--- src/rtl/crypto_control_unit.sv ---
// crypto_control_unit
//
// Multi-cycle sequencer for the mini crypto processor. Fetches 16-bit
// instructions, holds the current one in an instruction register that feeds
// an external combinational decoder, and issues register-file / ALU control
// for the ALU opcodes. Also handles JMP and HALT and keeps the program counter.
//
// Ports:
//   clk, rst_n             clock, asynchronous active-low reset
//   start                  leave IDLE and begin fetching at address 0
//   imem_req/imem_addr     fetch request (whole FETCH state) and address (= pc)
//   imem_rdata/imem_valid  instruction word and its valid strobe
//   instr                  instruction register, drives the decoder
//   opcode/reg1/reg2/imm   decoder fields read back from the decoder
//   rf_raddr_a/_b, rf_waddr, rf_we         register-file control
//   alu_op, alu_use_imm, alu_en            ALU control
//   busy, halted, illegal, instr_count     status
//   dbg_state              current FSM state, for observation only
//
// Fetch handshake: imem_req is held high for every cycle of FETCH. The word is
// taken on the first rising edge at which imem_req=1 and imem_valid=1; that
// same edge moves the FSM to DECODE, so imem_req drops in the next cycle.
// imem_valid is ignored whenever imem_req=0.

module crypto_control_unit #(
    parameter int ADDR_W = 8
) (
    input  logic              clk,
    input  logic              rst_n,
    input  logic              start,
    output logic              imem_req,
    output logic [ADDR_W-1:0] imem_addr,
    input  logic [15:0]       imem_rdata,
    input  logic              imem_valid,
    output logic [15:0]       instr,
    input  logic [3:0]        opcode,
    input  logic [3:0]        reg1,
    input  logic [3:0]        reg2,
    input  logic [3:0]        imm,
    output logic [3:0]        rf_raddr_a,
    output logic [3:0]        rf_raddr_b,
    output logic [3:0]        rf_waddr,
    output logic              rf_we,
    output logic [2:0]        alu_op,
    output logic              alu_use_imm,
    output logic              alu_en,
    output logic              busy,
    output logic              halted,
    output logic              illegal,
    output logic [15:0]       instr_count,
    output logic [2:0]        dbg_state
);

    typedef enum logic [2:0] {
        IDLE      = 3'd0,
        FETCH     = 3'd1,
        DECODE    = 3'd2,
        EXECUTE   = 3'd3,
        WRITEBACK = 3'd4,
        HALT      = 3'd5
    } state_t;

    state_t            state;
    state_t            state_next;
    logic [ADDR_W-1:0] pc;

    // Opcode classification from the decoder fields.
    logic       op_is_alu;
    logic       op_is_jmp;
    logic       op_is_halt;
    logic       op_is_undef;
    logic [2:0] op_alu_code;
    logic       op_uses_imm;

    always_comb begin
        op_is_alu   = 1'b0;
        op_is_jmp   = 1'b0;
        op_is_halt  = 1'b0;
        op_is_undef = 1'b0;
        op_alu_code = 3'd0;
        op_uses_imm = 1'b0;
        case (opcode)
            4'h0: ;
            4'h1: begin op_is_alu = 1'b1; op_alu_code = 3'd0; end
            4'h2: begin op_is_alu = 1'b1; op_alu_code = 3'd1; end
            4'h3: begin op_is_alu = 1'b1; op_alu_code = 3'd2; end
            4'h4: begin op_is_alu = 1'b1; op_alu_code = 3'd3; end
            4'h5: begin op_is_alu = 1'b1; op_alu_code = 3'd4; end
            4'h6: begin op_is_alu = 1'b1; op_alu_code = 3'd4; op_uses_imm = 1'b1; end
            4'h7: op_is_jmp = 1'b1;
            4'hF: op_is_halt = 1'b1;
            default: op_is_undef = 1'b1;
        endcase
    end

    // Next-state logic.
    always_comb begin
        state_next = state;
        case (state)
            IDLE:      if (start) state_next = FETCH;
            FETCH:     if (imem_valid) state_next = DECODE;
            DECODE:    state_next = EXECUTE;
            EXECUTE:   state_next = op_is_halt ? HALT : WRITEBACK;
            WRITEBACK: state_next = FETCH;
            HALT:      state_next = HALT;
            default:   state_next = IDLE;
        endcase
    end

    // Outputs decoded from the registered state and the registered instruction.
    always_comb begin
        imem_req    = (state == FETCH);
        imem_addr   = pc;
        rf_raddr_a  = reg1;
        rf_raddr_b  = reg2;
        rf_waddr    = reg1;
        alu_en      = (state == EXECUTE) && op_is_alu;
        alu_op      = (state == EXECUTE) ? op_alu_code : 3'd0;
        alu_use_imm = (state == EXECUTE) && op_uses_imm;
        rf_we       = (state == WRITEBACK) && op_is_alu;
        busy        = (state != IDLE) && (state != HALT);
        halted      = (state == HALT);
        dbg_state   = state;
    end

    always_ff @(posedge clk or negedge rst_n) begin
        if (!rst_n) begin
            state       <= IDLE;
            pc          <= '0;
            instr       <= '0;
            illegal     <= 1'b0;
            instr_count <= '0;
        end else begin
            state <= state_next;
            case (state)
                IDLE: begin
                    if (start) pc <= '0;
                end
                FETCH: begin
                    if (imem_valid) instr <= imem_rdata;
                end
                EXECUTE: begin
                    if (op_is_jmp)   pc <= ADDR_W'(imm);
                    if (op_is_undef) illegal <= 1'b1;
                    // HALT retires here because it never reaches WRITEBACK.
                    if (op_is_halt)  instr_count <= instr_count + 16'd1;
                end
                WRITEBACK: begin
                    // JMP already loaded pc in EXECUTE.
                    if (!op_is_jmp) pc <= pc + ADDR_W'(1);
                    instr_count <= instr_count + 16'd1;
                end
                default: ;
            endcase
        end
    end

endmodule
--- config.mk ---
export PLATFORM = sky130hd
export DESIGN_NAME = crypto_control_unit
export DESIGN_NICKNAME = d
export VERILOG_FILES = /design/src/rtl/crypto_control_unit.sv
export SDC_FILE = /design/constraint.sdc
export NUM_CORES = 1
export LEC_CHECK = 0
export CAP_MARGIN = 20
export CORE_UTILIZATION = 25
export CTS_BUF_LIST = sky130_fd_sc_hd__clkbuf_4 sky130_fd_sc_hd__clkbuf_8
export DETAILED_ROUTE_END_ITERATION = 16
export GPL_ROUTABILITY_DRIVEN = 1
export GPL_TIMING_DRIVEN = 0
export MAX_ROUTING_LAYER = met4
export SYNTH_ARGS = -nofsm -noshare
export SYNTH_HDL_FRONTEND = slang
export SYNTH_SLANG_ARGS = --single-unit
--- constraint.sdc ---
create_clock -name clk -period 5.4 [get_ports clk]
set_clock_uncertainty 0.1 [all_clocks]
set_input_delay 1.35 -clock clk [delete_from_list [all_inputs] [get_ports clk]]
set_output_delay 1.35 -clock clk [all_outputs]
set_load 0.05 [all_outputs]
==> out/results.ini <==
[outcome]
outcome = complete, no violations

[worst_setup_path]
crit_path_end = alu_use_imm
crit_path_end_kind = primary output
worstPathMaxFanout = 8
path_class = in -> out
cp-start-kind = input port
arrival_ps = 3160
r2r_start = dbg_state[0]$_DFFE_PN0P_
reg2reg_to = instr[9]$_DFFE_PN0P_
r2r_setup_slack_ps = 3220
required_ps = 3950
r2r_cells = 5
worst_setup_path_startpoint = opcode[3]

[sta]
fin_tns_setup_ps = 0
slew_headroom_pct = 57.50
tightestPinTransition_ps = 635.2
fmax_ghz = 0.2168
fin_crit_sh_pct = 85.42
finalHoldViolCount = 0
layout_setup_ws_ps = 787.5
setup_viol = 0
whs_ps = 373.8
rsz0062_at_grt = false
drv_slew = 0
min_period_ps = 4612

[finish]
final_area_um2 = 3401
final.fill_count = 865
final_cell_mix = 88 x clkdlybuf4s50_1, 44 x dfrtp_1, 17 x mux2_2
diodes = 0
layout.nets = 342
syn_to_final_growth_pct = 51.50
drive_gt1_share_pct = 16.39
mostFrequentLayoutCell = clkdlybuf4s50_1

[clock_network]
ctsHoldBuffers = 0
cts_tree = done
clockRootBuffer = clkbuf_8
clock_latency_ps = 300
cts.sinks = 44
cts_setup_buffers = 0
clk_pin_slew_ps = 90
htree_levels = 2
clockBufferDepth = 2
cts_buffers = 5
cts_resized = 0

[grt]
grt.total_usage_pct = 12.25
grt_max_degree = 24
grt.overflow.total = 0
grt_pass1_wl_mm = 9.108
antenna_found_initial = 0
grt_pass1_vias = 1811

[power]
p_leak_nw = 1.332
power_mw = 1.774
power_per_cell_area_nw_per_um2 = 521.7
irDropWorstVdd_uv = 168.1

[routing]
drt_drc_violations_left = 0
routedWlPerCell_um = 13.07
via_per_inst = 4.613
wirelength_mm = 5.396
ant_nets = 0
firstDrtPassIters = 4
drtIter0Drc = 85
via_count = 1905

[synth]
async_flop_share_pct = 100.0
yosysTopAreaCell = dfrtp_1
synth_edf_count = 0
ys.warnings.count = 0
ys_seq_area_share_pct = 49.05
yosysUniqueCellTypes = 41
synth_area_leaders = dfrtp_1 49%, mux2_2 8.5%, buf_4 4.3%, xnor2_1 4.3%, xor2_1 2.7%
ys_ff_latch = 44
synth_flop_cell = dfrtp_1
synthesis.nets = 245
synth_cells = 207
netlist_area_um2 = 2245
yosysTopAreaCellShare_pct = 49.05
postSynthAreaPerCell_um2 = 10.84

[placement]
dp_slack_ps = 801.4
dpl_cell_area_um2 = 3286
port_buffers = 89
gp_congestion = 0.8422
dp_hpwl_mm = 4.057

[floorplan]
dieArea_um2 = 9362
coreArea_um2 = 8721
die_x_um = 96.76
io_pins = 101
die_h_um = 96.76
start_util_pct = 25.74
fp-row-count = 34

[worst_hold_path]
min_path_type = reg -> reg

[job]
cap_violations = 0

-- kinds of logic (layout without fill, tap and decap cells) --
group / count (synthesis) / after routing / share of synthesized area, %
AO/OA/AOI/OAI: 24 / 24 / 7.190
AND/OR/NAND/NOR: 81 / 81 / 20.74
XOR/XNOR: 18 / 18 / 7.023
adder cells (fa/ha/maj): 2 / 2 / 1.115
buffers and inverters: 21 / 119 / 6.354
multiplexers: 17 / 17 / 8.528
flip-flops: 44 / 44 / 49.05
-- critical path: stages --
cell	delay, ps
clkdlybuf4s50_1	530
nand3b_1	240
nor3b_1	200
clkdlybuf4s50_1	840
-- synth_stat cells (3+ instances only) --
master and count:
dfrtp_1 44, mux2_2 17, nand2_1 16, buf_4 13, nand3_1 12, xnor2_1 11
nand4_1 9, nor3_1 9, nor2_1 7, xor2_1 7, a21oi_1 6, buf_2 6
nand2b_1 5, and2_1 4, and3_1 4, nor4_1 3, o21ai_0 3
-- registers in the layout, indices dropped and copies added (netlist names) --
| register | flops |
|---|---|
| instr_count | 16 |
| dbg_state | 3 |
| illegal | 1 |
| instr | 16 |
| imem_addr | 8 |
-- power by group --
part | internal (mW) | total, mW | switching [mW]
clock | 0.140 | 0.262 | 0.123
sequential | 0.430 | 0.508 | 0.0780
combinational | 0.364 | 1.00 | 0.640
-- through the flow --
stage / std cells / utilization (%)
floorplan: 207 / -
global placement: 404 / 37.50
detailed placement: 405 / 37.68
CTS: 413 / 39.00
global route: 413 / 39.00
finish: 413 / 39.00
-- layout make-up --
| cell class | count | area (µm²) | share of cell area [%] |
|---|---|---|---|
| Tap cell | 108 | 135.1 | 3.974 |
| Buffer | 21 | 142.6 | 4.194 |
| Sequential cell | 44 | 1101 | 32.38 |
| Timing Repair Buffer | 90 | 905.9 | 26.64 |
| Clock inverter | 3 | 46.29 | 1.361 |
| Multi-Input combinational cell | 142 | 1001 | 29.43 |
| Clock buffer | 5 | 68.82 | 2.024 |
-- routing by layer --
layer | share of wire (%) | vias up | global-route usage [%]
li1 | - | 926 | -
met1 | 47 | 916 | 16.07
met2 | 47 | 58 | 18.58
met3 | 5.5 | 5 | 3.757
met4 | 0.96 | 0 | 2.755
met5 | 0 | - | -
-- worst min-delay path by stage --
stage | start | endpoint | slack, ps | cells past startpoint
floorplan | instr_count[15]$_DFFE_PN0P_ | instr_count[15]$_DFFE_PN0P_ | 680 | 1
global placement | instr_count[15]$_DFFE_PN0P_ | instr_count[15]$_DFFE_PN0P_ | 360 | 1
detailed placement | instr_count[15]$_DFFE_PN0P_ | instr_count[15]$_DFFE_PN0P_ | 360 | 1
CTS | instr_count[15]$_DFFE_PN0P_ | instr_count[15]$_DFFE_PN0P_ | 380 | 1
global route | instr_count[15]$_DFFE_PN0P_ | instr_count[15]$_DFFE_PN0P_ | 400 | 1
finish | instr_count[15]$_DFFE_PN0P_ | instr_count[15]$_DFFE_PN0P_ | 370 | 1
(Power assumes the default switching activity.)
